### src/rtl/collision_sweep_controller_if.sv
// Collision CI bus plus the result stream; master = sweep controller, slave = CI unit and result consumer.
interface collision_sweep_controller_if #(
  parameter int WORD_SIZE = 32,
  parameter int TARGET_W  = 5
);
  logic                 res_valid;
  logic                 res_ready;
  logic [TARGET_W-1:0]  res_target;
  logic [WORD_SIZE-1:0] res_data;
  logic                 ci_clk_en;
  logic                 ci_reset;
  logic                 ci_start;
  logic [WORD_SIZE-1:0] ci_dataa;
  logic [WORD_SIZE-1:0] ci_datab;
  logic                 ci_n;
  logic                 ci_done;
  logic [WORD_SIZE-1:0] ci_result;

  modport master (
    output res_valid, res_target, res_data,
    output ci_clk_en, ci_reset, ci_start, ci_dataa, ci_datab, ci_n,
    input  res_ready, ci_done, ci_result
  );

  modport slave (
    input  res_valid, res_target, res_data,
    input  ci_clk_en, ci_reset, ci_start, ci_dataa, ci_datab, ci_n,
    output res_ready, ci_done, ci_result
  );
endinterface

### src/rtl/collision_sweep_controller.sv
// Per target: MSG_WORDS/2 paired message loads then one search, each op a 1-cycle start strobe then wait for ci_done.
// Each result is held on res_valid until res_ready; no CI op is issued while a result is pending.
module collision_sweep_controller #(
  parameter int WORD_SIZE      = 32,
  parameter int MSG_WORDS      = 16,
  parameter int TARGET_W       = 5,
  parameter int TIMEOUT_CYCLES = 1048576
) (
  input  logic                         clk,
  input  logic                         reset,
  input  logic                         msg_we,
  input  logic [$clog2(MSG_WORDS)-1:0] msg_addr,
  input  logic [WORD_SIZE-1:0]         msg_wdata,
  input  logic                         sweep_start,
  input  logic                         sweep_abort,
  input  logic [TARGET_W-1:0]          first_target,
  input  logic [TARGET_W-1:0]          last_target,
  output logic                         busy,
  output logic                         sweep_done,
  output logic                         sweep_err,
  collision_sweep_controller_if.master bus
);
  localparam int AW = $clog2(MSG_WORDS);
  localparam int KW = (AW > 1) ? AW - 1 : 1;
  localparam int CW = $clog2(TIMEOUT_CYCLES + 1);
  localparam logic [KW-1:0] LAST_K  = KW'(MSG_WORDS / 2 - 1);
  localparam logic [CW-1:0] CNT_MAX = CW'(TIMEOUT_CYCLES - 1);

  typedef enum logic [2:0] {IDLE, LD_ISSUE, LD_WAIT, SR_ISSUE, SR_WAIT, RES_OUT, GAP} state_t;

  state_t               state_q, state_d;
  logic [WORD_SIZE-1:0] msg_q [MSG_WORDS];
  logic [KW-1:0]        k_q, k_d;
  logic                 sr_next_q, sr_next_d;
  logic [TARGET_W-1:0]  tgt_q, tgt_d, last_q, last_d, res_tgt_q, res_tgt_d;
  logic [WORD_SIZE-1:0] res_dat_q, res_dat_d, dataa_q, dataa_d, datab_q, datab_d;
  logic                 n_q, n_d;
  logic [CW-1:0]        cnt_q, cnt_d;
  logic                 done_q, done_d, err_q, err_d, kill_q, kill_d;
  logic                 timeout;
  logic [AW-1:0]        addr_even, addr_odd;

  // Message store is frozen outside IDLE so every target of a sweep sees the same block.
  always_ff @(posedge clk) begin
    if (msg_we && state_q == IDLE) msg_q[msg_addr] <= msg_wdata;
  end

  assign addr_even = AW'({k_d, 1'b0});
  assign addr_odd  = AW'({k_d, 1'b1});

  always_comb begin
    state_d   = state_q;
    k_d       = k_q;
    sr_next_d = sr_next_q;
    tgt_d     = tgt_q;
    last_d    = last_q;
    res_tgt_d = res_tgt_q;
    res_dat_d = res_dat_q;
    dataa_d   = dataa_q;
    datab_d   = datab_q;
    n_d       = n_q;
    cnt_d     = '0;
    done_d    = 1'b0;
    err_d     = err_q;
    kill_d    = 1'b0;
    timeout   = 1'b0;
    case (state_q)
      IDLE: begin
        if (sweep_start) begin
          tgt_d     = first_target;
          last_d    = last_target;
          k_d       = '0;
          sr_next_d = 1'b0;
          if (first_target > last_target) begin
            err_d  = 1'b1;
            done_d = 1'b1;
          end else begin
            err_d   = 1'b0;
            state_d = LD_ISSUE;
          end
        end
      end
      LD_ISSUE: state_d = LD_WAIT;
      SR_ISSUE: state_d = SR_WAIT;
      LD_WAIT: begin
        if (bus.ci_done) begin
          state_d = GAP;
          if (k_q == LAST_K) sr_next_d = 1'b1;
          else               k_d = k_q + 1'b1;
        end else begin
          cnt_d   = cnt_q + 1'b1;
          timeout = (cnt_q == CNT_MAX);
        end
      end
      SR_WAIT: begin
        if (bus.ci_done) begin
          res_dat_d = bus.ci_result;
          res_tgt_d = tgt_q;
          state_d   = RES_OUT;
        end else begin
          cnt_d   = cnt_q + 1'b1;
          timeout = (cnt_q == CNT_MAX);
        end
      end
      GAP: state_d = sr_next_q ? SR_ISSUE : LD_ISSUE;
      RES_OUT: begin
        if (bus.res_ready) begin
          if (tgt_q == last_q) begin
            done_d  = 1'b1;
            state_d = IDLE;
          end else begin
            tgt_d     = tgt_q + 1'b1;
            k_d       = '0;
            sr_next_d = 1'b0;
            state_d   = GAP;
          end
        end
      end
      default: state_d = IDLE;
    endcase
    // Abort and timeout override any completion or handshake seen in the same cycle.
    if (state_q != IDLE && (sweep_abort || timeout)) begin
      state_d = IDLE;
      done_d  = 1'b1;
      err_d   = 1'b1;
      kill_d  = 1'b1;
    end
    if (state_d == LD_ISSUE) begin
      n_d     = 1'b0;
      dataa_d = msg_q[addr_even];
      datab_d = msg_q[addr_odd];
    end else if (state_d == SR_ISSUE) begin
      n_d     = 1'b1;
      dataa_d = WORD_SIZE'(tgt_d);
      datab_d = '0;
    end
  end

  always_ff @(posedge clk) begin
    if (reset) begin
      state_q   <= IDLE;
      k_q       <= '0;
      sr_next_q <= 1'b0;
      tgt_q     <= '0;
      last_q    <= '0;
      res_tgt_q <= '0;
      res_dat_q <= '0;
      dataa_q   <= '0;
      datab_q   <= '0;
      n_q       <= 1'b0;
      cnt_q     <= '0;
      done_q    <= 1'b0;
      err_q     <= 1'b0;
      kill_q    <= 1'b0;
    end else begin
      state_q   <= state_d;
      k_q       <= k_d;
      sr_next_q <= sr_next_d;
      tgt_q     <= tgt_d;
      last_q    <= last_d;
      res_tgt_q <= res_tgt_d;
      res_dat_q <= res_dat_d;
      dataa_q   <= dataa_d;
      datab_q   <= datab_d;
      n_q       <= n_d;
      cnt_q     <= cnt_d;
      done_q    <= done_d;
      err_q     <= err_d;
      kill_q    <= kill_d;
    end
  end

  assign busy           = (state_q != IDLE);
  assign sweep_done     = done_q;
  assign sweep_err      = err_q;
  assign bus.res_valid  = (state_q == RES_OUT);
  assign bus.res_target = res_tgt_q;
  assign bus.res_data   = res_dat_q;
  assign bus.ci_clk_en  = 1'b1;
  assign bus.ci_reset   = reset | kill_q;
  assign bus.ci_start   = (state_q == LD_ISSUE) || (state_q == SR_ISSUE);
  assign bus.ci_dataa   = dataa_q;
  assign bus.ci_datab   = datab_q;
  assign bus.ci_n       = n_q;
endmodule

### src/flat_wrapper.sv
// flat-port wrapper written by rule: the top's interface ports become plain ports
module collision_sweep_controller_flat 
#(
  parameter int WORD_SIZE      = 32,
  parameter int MSG_WORDS      = 16,
  parameter int TARGET_W       = 5,
  parameter int TIMEOUT_CYCLES = 1048576
)
  (clk, reset, msg_we, msg_addr, msg_wdata, sweep_start, sweep_abort, first_target, last_target, busy, sweep_done, sweep_err, bus_res_valid, bus_res_target, bus_res_data, bus_ci_clk_en, bus_ci_reset, bus_ci_start, bus_ci_dataa, bus_ci_datab, bus_ci_n, bus_res_ready, bus_ci_done, bus_ci_result);
  collision_sweep_controller_if #(.WORD_SIZE(WORD_SIZE), .TARGET_W(TARGET_W)) bus_i ();
  input  logic clk;
  input  logic reset;
  input  logic msg_we;
  input  logic [$clog2(MSG_WORDS)-1:0] msg_addr;
  input  logic [WORD_SIZE-1:0] msg_wdata;
  input  logic sweep_start;
  input  logic sweep_abort;
  input  logic [TARGET_W-1:0] first_target;
  input  logic [TARGET_W-1:0] last_target;
  output logic busy;
  output logic sweep_done;
  output logic sweep_err;
  output wire logic [$bits(bus_i.res_valid)-1:0] bus_res_valid;
  output wire logic [$bits(bus_i.res_target)-1:0] bus_res_target;
  output wire logic [$bits(bus_i.res_data)-1:0] bus_res_data;
  output wire logic [$bits(bus_i.ci_clk_en)-1:0] bus_ci_clk_en;
  output wire logic [$bits(bus_i.ci_reset)-1:0] bus_ci_reset;
  output wire logic [$bits(bus_i.ci_start)-1:0] bus_ci_start;
  output wire logic [$bits(bus_i.ci_dataa)-1:0] bus_ci_dataa;
  output wire logic [$bits(bus_i.ci_datab)-1:0] bus_ci_datab;
  output wire logic [$bits(bus_i.ci_n)-1:0] bus_ci_n;
  input wire logic [$bits(bus_i.res_ready)-1:0] bus_res_ready;
  input wire logic [$bits(bus_i.ci_done)-1:0] bus_ci_done;
  input wire logic [$bits(bus_i.ci_result)-1:0] bus_ci_result;
  assign bus_res_valid = bus_i.res_valid;
  assign bus_res_target = bus_i.res_target;
  assign bus_res_data = bus_i.res_data;
  assign bus_ci_clk_en = bus_i.ci_clk_en;
  assign bus_ci_reset = bus_i.ci_reset;
  assign bus_ci_start = bus_i.ci_start;
  assign bus_ci_dataa = bus_i.ci_dataa;
  assign bus_ci_datab = bus_i.ci_datab;
  assign bus_ci_n = bus_i.ci_n;
  assign bus_i.res_ready = bus_res_ready;
  assign bus_i.ci_done = bus_ci_done;
  assign bus_i.ci_result = bus_ci_result;
  collision_sweep_controller #(.WORD_SIZE(WORD_SIZE), .MSG_WORDS(MSG_WORDS), .TARGET_W(TARGET_W), .TIMEOUT_CYCLES(TIMEOUT_CYCLES)) u_core (.clk(clk), .reset(reset), .msg_we(msg_we), .msg_addr(msg_addr), .msg_wdata(msg_wdata), .sweep_start(sweep_start), .sweep_abort(sweep_abort), .first_target(first_target), .last_target(last_target), .busy(busy), .sweep_done(sweep_done), .sweep_err(sweep_err), .bus(bus_i));
endmodule
### config.mk
export PLATFORM = sky130hd
export DESIGN_NAME = collision_sweep_controller_flat
export DESIGN_NICKNAME = d
export VERILOG_FILES = /design/src/rtl/collision_sweep_controller_if.sv /design/src/rtl/collision_sweep_controller.sv /design/src/flat_wrapper.sv
export SDC_FILE = /design/constraint.sdc
export NUM_CORES = 1
export LEC_CHECK = 0
export ABC_AREA = 0
export CORE_MARGIN = 4
export CORE_UTILIZATION = 24
export CTS_CLUSTER_DIAMETER = 30
export DETAILED_ROUTE_END_ITERATION = 8
export GPL_TIMING_DRIVEN = 1
export SYNTH_ARGS = -nofsm -noshare
export SYNTH_HDL_FRONTEND = slang
export SYNTH_SLANG_ARGS = --single-unit
export TNS_END_PERCENT = 20
### constraint.sdc
create_clock -name clk -period 4.3 [get_ports clk]
set_input_delay 0.86 -clock clk [delete_from_list [all_inputs] [get_ports clk]]
set_output_delay 0.86 -clock clk [all_outputs]
set_load 0.03 [all_outputs]
== After elaboration in Yosys (flattened, before gate mapping) ==
Memory sizes are Yosys's and may differ from the RTL's.
Cells that the tools add are included.

* Add/sub/neg operators: 3
* Order comparisons: 1
* Eq/ne operators: 16
* Mux-type cells: 43
* Bitwise operators: 2
* Reduce and logical (&&, ||, !) cells: 17

{| class="wikitable"
|+ Operator list
! kind !! number
|-
| $mux W32 || 4
|-
| $mux W3 || 12
|-
| $add A21 B1 Y21 const B || 1
|-
| $eq A21 B20 Y1 const B || 1
|-
| $pmux W3 S7 || 1
|-
| $mux W1 || 18
|-
| $mux W5 || 3
|-
| $eq A3 B3 Y1 const B || 4
|-
| $pmux W5 S2 || 1
|-
| $eq A3 B2 Y1 const B || 3
|-
| $pmux W3 S3 || 1
|-
| $eq A3 B1 Y1 const B || 2
|-
| $ne A2 B2 Y1 const B || 3
|-
| $reduce_and A2 Y1 || 3
|-
| $reduce_and A6 Y1 || 1
|-
| $reduce_bool A2 Y1 || 3
|-
| $reduce_bool A3 Y1 || 2
|-
| $add A5 B1 Y5 const B || 1
|-
| $eq A5 B5 Y1 || 1
|-
| $gt A5 B5 Y1 || 1
|-
| $ne A2 B1 Y1 const B || 2
|-
| $reduce_or A2 Y1 || 2
|-
| $add A3 B1 Y3 const B || 1
|-
| $logic_not A3 Y1 || 1
|-
| 8 further kinds || 10
|}

* Register bits: 143
* Memory bits (writable): 512
* Bits of input ports: 85
* Output and inout bits: 109
* Logic and storage cells: 97
* Memories kept: 1

{| class="wikitable"
|+ Memories
! memory !! words !! width !! read ports !! clocked after memory_dff !! write ports !! RTL line !! source
|-
| u_core.msg_q || 16 || 32 || 2 || 0 || 1 || collision_sweep_controller.sv:32 || <nowiki>logic [WORD_SIZE-1:0] msg_q [MSG_WORDS];</nowiki>
|}

== Logic depth before layout (Yosys ltp) ==
* Depth after elaboration: 9
* Gate-level depth with buffers: 13

== Least setup slack after synthesis ==
Ideal clock, no wire load.

* Path type: input to register
* From: input msg_addr[1]
* To: memory u_core.msg_q[0][0], enable pin
* Setup time: 0.461 ns
* Arrival: 3.501 ns
* Setup slack: 0.338 ns
* Cell stages on the path: 2
* Buffers on the path: 0
* Cells stage by stage: or3_1 nor3_1

{| class="wikitable"
|+ RTL lines
! what !! RTL line !! source
|-
| start: declaration || flat_wrapper.sv:14 || <nowiki>input logic [$clog2(MSG_WORDS)-1:0] msg_addr;</nowiki>
|-
| end: declaration || collision_sweep_controller.sv:32 ||
|}

Straight into the memory's write port.

== Worst setup path after layout ==
* From: register u_core.state_q[2]
* To: output bus_res_valid

* Cells in the longest elaborated chain, start to end: 1

{| class="wikitable"
|+ Ends and longest elaborated chain
! what !! RTL line !! source
|-
| start: declaration || collision_sweep_controller.sv:31 || <nowiki>state_t state_q, state_d;</nowiki>
|-
| start signal: assignment || collision_sweep_controller.sv:156 || <nowiki>state_q <= state_d;</nowiki>
|-
| $eq A3 B3 Y1 || collision_sweep_controller.sv:176 || <nowiki>assign bus.res_valid = (state_q == RES_OUT);</nowiki>
|-
| end: declaration || flat_wrapper.sv:23 || <nowiki>output wire logic [$bits(bus_i.res_valid)-1:0] bus_res_valid;</nowiki>
|}

Every way passes these cells.

==> impl_results.md <==
* Antenna violations before repair at 10
* Layout cells sized above 1 at 0.125
* Fmax achieved at 289 MHz
* Rel. slew slack at 0.356
* Routability cong. at 0.764
* Pwr per Cell Area at 542 mW/mm^2
* CTS root buf: clkbuf_16
* Vias per cell at 4.87
* Status: finished, final reports clean
* Post-synthesis cell area at 0.0267 mm^2
* Post-CTS Setup Inserts at 0
* DP HPWL at 47.6 mm
* Main flop type after synthesis: edfxtp_1
* Comb power frac at 0.103
* Crit-path cells: nand3b_1 > inv_1 > clkdlybuf4s50_1
* Top-count cell post-synth: nand2_1
* First-pass GRT wire length at 121 mm
* Core ar. at 0.111 mm^2
* Total power at 19000 uW
* Skew final at 0.0858 ns
* Sw frac at 0.245
* Hold Violations, Final at 0
* Setup violators final at 0
* Total track usage at 0.135
* Syn_area_per_cell at 12.5 um^2
* Setup TNS at 0 ns
* Number of synthesized flops with an enable pin at 512
* Largest net degree at the start of global routing at 139
* H-tree depth at 3
* Die area at 0.117 mm^2
* Worst Path Required at 3.44 ns
* Post-CTS Resized at 0
* Clock latency on the worst-skew pair at 0.71 ns
* Max rail drop VDD at 0.401 mV
* Area Growth Syn to Fin at 31.3%
* 1st-iter DRT viols at 1856
* Post-synth top cells: 528 x nand2_1, 512 x edfxtp_1, 194 x a21oi_1, 143 x dfxtp_1, 139 x a221oi_1
* Worst setup SP type: register
* Slew Limit Fails at 0
* Slew @ Worst Pin at 0.965 ns
* Clock power frac at 0.519
* CTS buffer count at 120
* Final min period at 3.47 ns
* P_sw at 4660 uW
* Vias at 19273
* Drt drc at 0
* Fin crit share at 0.806
* Max clock buf depth at 3
* Seq cells post-synth at 655
* # clock sinks at 655
* Maximum fanout along the worst path at 12
* Seq/Total Area, Yosys at 0.682
* Worst Hold Launch: u_core.bus.ci_datab[7]
* Slowest Stage Delay on Critical Path at 0.76 ns
* CTS tree: done
* Critical Path Sink Type: output port
* I/O Buffers at 192
* Worst Hold Depth at 2
* Vias in the first global route at 18701
* Post-synthesis cell type count at 61
* Io pins at 194
* Clock-pin slew on the worst setup and hold paths at 0.05 ns
* LEAKAGE at 0.0115 uW
* # hold bufs at CTS at 0
* RSZ-0062 raised after global routing: no
* Layout Nets at 2451
* Overflow after GRT at 0
* Initial Util at 0.242
* Async set-reset flop share out of synthesis at 0
* Yosys top cell area share at 0.575
* Pre-antenna DRT Iters at 5
* Reg power frac at 0.379
* Wire length per cell at 20.8 um
* Post-Route WL at 82.2 mm
* Path type of the worst setup path: register to output port
* CP max-delay cell: clkdlybuf4s50_1
* Cells after Synth at 2134
* Die width at 342 um
* Synth area leaders: edfxtp_1 58%, dfxtp_1 11%, nand2_1 7.4%
* Worst r2r src: u_core.state_q[2]
* Int Power at 14400 uW
* Worst hold path class: register to register
* DP Cell Count at 3724
* Synth warn at 0
* Crit path DAT at 2.61 ns
* Crit path launch: u_core.state_q[2]
* Finished Layout Cells at 3954
* Antenna Nets Post-Route at 0
* Yosys top cell by area: edfxtp_1
* Mapped Nets at 2227
* Die height at 342 um
* # rows at 122
* R2r worst-path depth at 8
* MaxCap Viol Count at 0
==> cell families (layout without fill, tap and decap cells) <==
family	Yosys count	after routing	share of synthesized area
AND/OR/NAND/NOR	674	674	0.104
XOR/XNOR	24	24	0.00786
other	1	3	0.000140
multiplexers	57	57	0.0213
flip-flops	655	655	0.682
buffers and inverters	173	503	0.0316
AO/OA/AOI/OAI	542	542	0.149
adder cells (fa/ha/maj)	8	8	0.00374
==> power by group through the flow <==
stage	registers, uW	logic [uW]	clock network (uW)
after global routing	7220	2110	10300
after detailed placement	7320	1960	0
after CTS	7210	1970	10000
after floorplan	7460	935	0
after global placement	7320	1940	0
final	7200	1950	9860
==> critical path, delay by kind of cell (launching register included) <==
kind                   cells  cell delay (ns)
DFF                        1             0.61
and+or+nand+nor            1             0.32
buffers and inverters      2             1.03
==> layout make-up <==
type                    instances  area (um^2)
diodes                          2         5.00
clock buffers                 154         3280
clock inverters                74         1070
fillers                     10887        75600
inverters                      16         60.1
multi-input cells            1306         7820
flip-flops and latches        655        18200
well taps                    1488         1860
repair buffers                259         2750
==> layout by cell type (no fill, tap or decap), drive strengths merged, types with 10 or more instances in the layout <==
cell type | synthesis | final
a21oi | 196 | 196
a221oi | 140 | 140
a22oi | 63 | 63
a32o | 54 | 54
a32oi | 60 | 60
and2 | 12 | 12
buf | 97 | 68
bufinv | 0 | 20
clkbuf | 60 | 154
clkdlybuf4s50 | 0 | 191
clkinv | 0 | 34
clkinvlp | 0 | 14
dfxtp | 143 | 143
edfxtp | 512 | 512
inv | 16 | 22
mux2i | 57 | 57
nand2 | 529 | 529
nand3 | 16 | 16
nand4 | 10 | 10
nor2 | 56 | 56
nor3 | 13 | 13
xor2 | 15 | 15
==> sequential cells by signal, indices dropped and copies added (netlist names) <==
register / count
u_core.last_q: 5
u_core.msg_q: 512
u_core.bus.res_data: 32
u_core.bus.ci_n: 1
u_core.k_q: 3
u_core.sr_next_q: 1
u_core.state_q: 3
u_core.sweep_err: 1
u_core.cnt_q: 21
u_core.bus.ci_dataa: 32
u_core.kill_q: 1
u_core.bus.ci_datab: 32
u_core.bus.res_target: 5
u_core.sweep_done: 1
u_core.tgt_q: 5
==> routing by layer <==
metal,global-route usage,part of all wire,wire length (um)
met1,0.181,0.42,34900
met3,0.0424,0.10,8320
met4,0.0458,0.028,2290
met5,0,0.00085,70
met2,0.207,0.45,36600
==> final timing paths <==
kind / slack [ns] / to
hold / removal: 0.44 / u_core.bus.ci_datab[7]
hold reg to reg: 0.44 / u_core.bus.ci_datab[7]
setup / recovery: 0.83 / bus_res_valid
setup reg to reg: 0.91 / u_core.bus.ci_datab[23]
==> metrics by stage <==
step                area [um^2]  setup slack [ns]   util  hold WS, ns
global route              35100             0.655  0.317        0.473
finish                    35100             0.835  0.317        0.440
detailed placement        30700             0.287  0.278        0.434
global placement          30700             0.291  0.278        0.430
floorplan                 26700             0.338      -        0.418
CTS                       35100             0.788  0.317        0.441
Power figures use the tool's default switching activity.
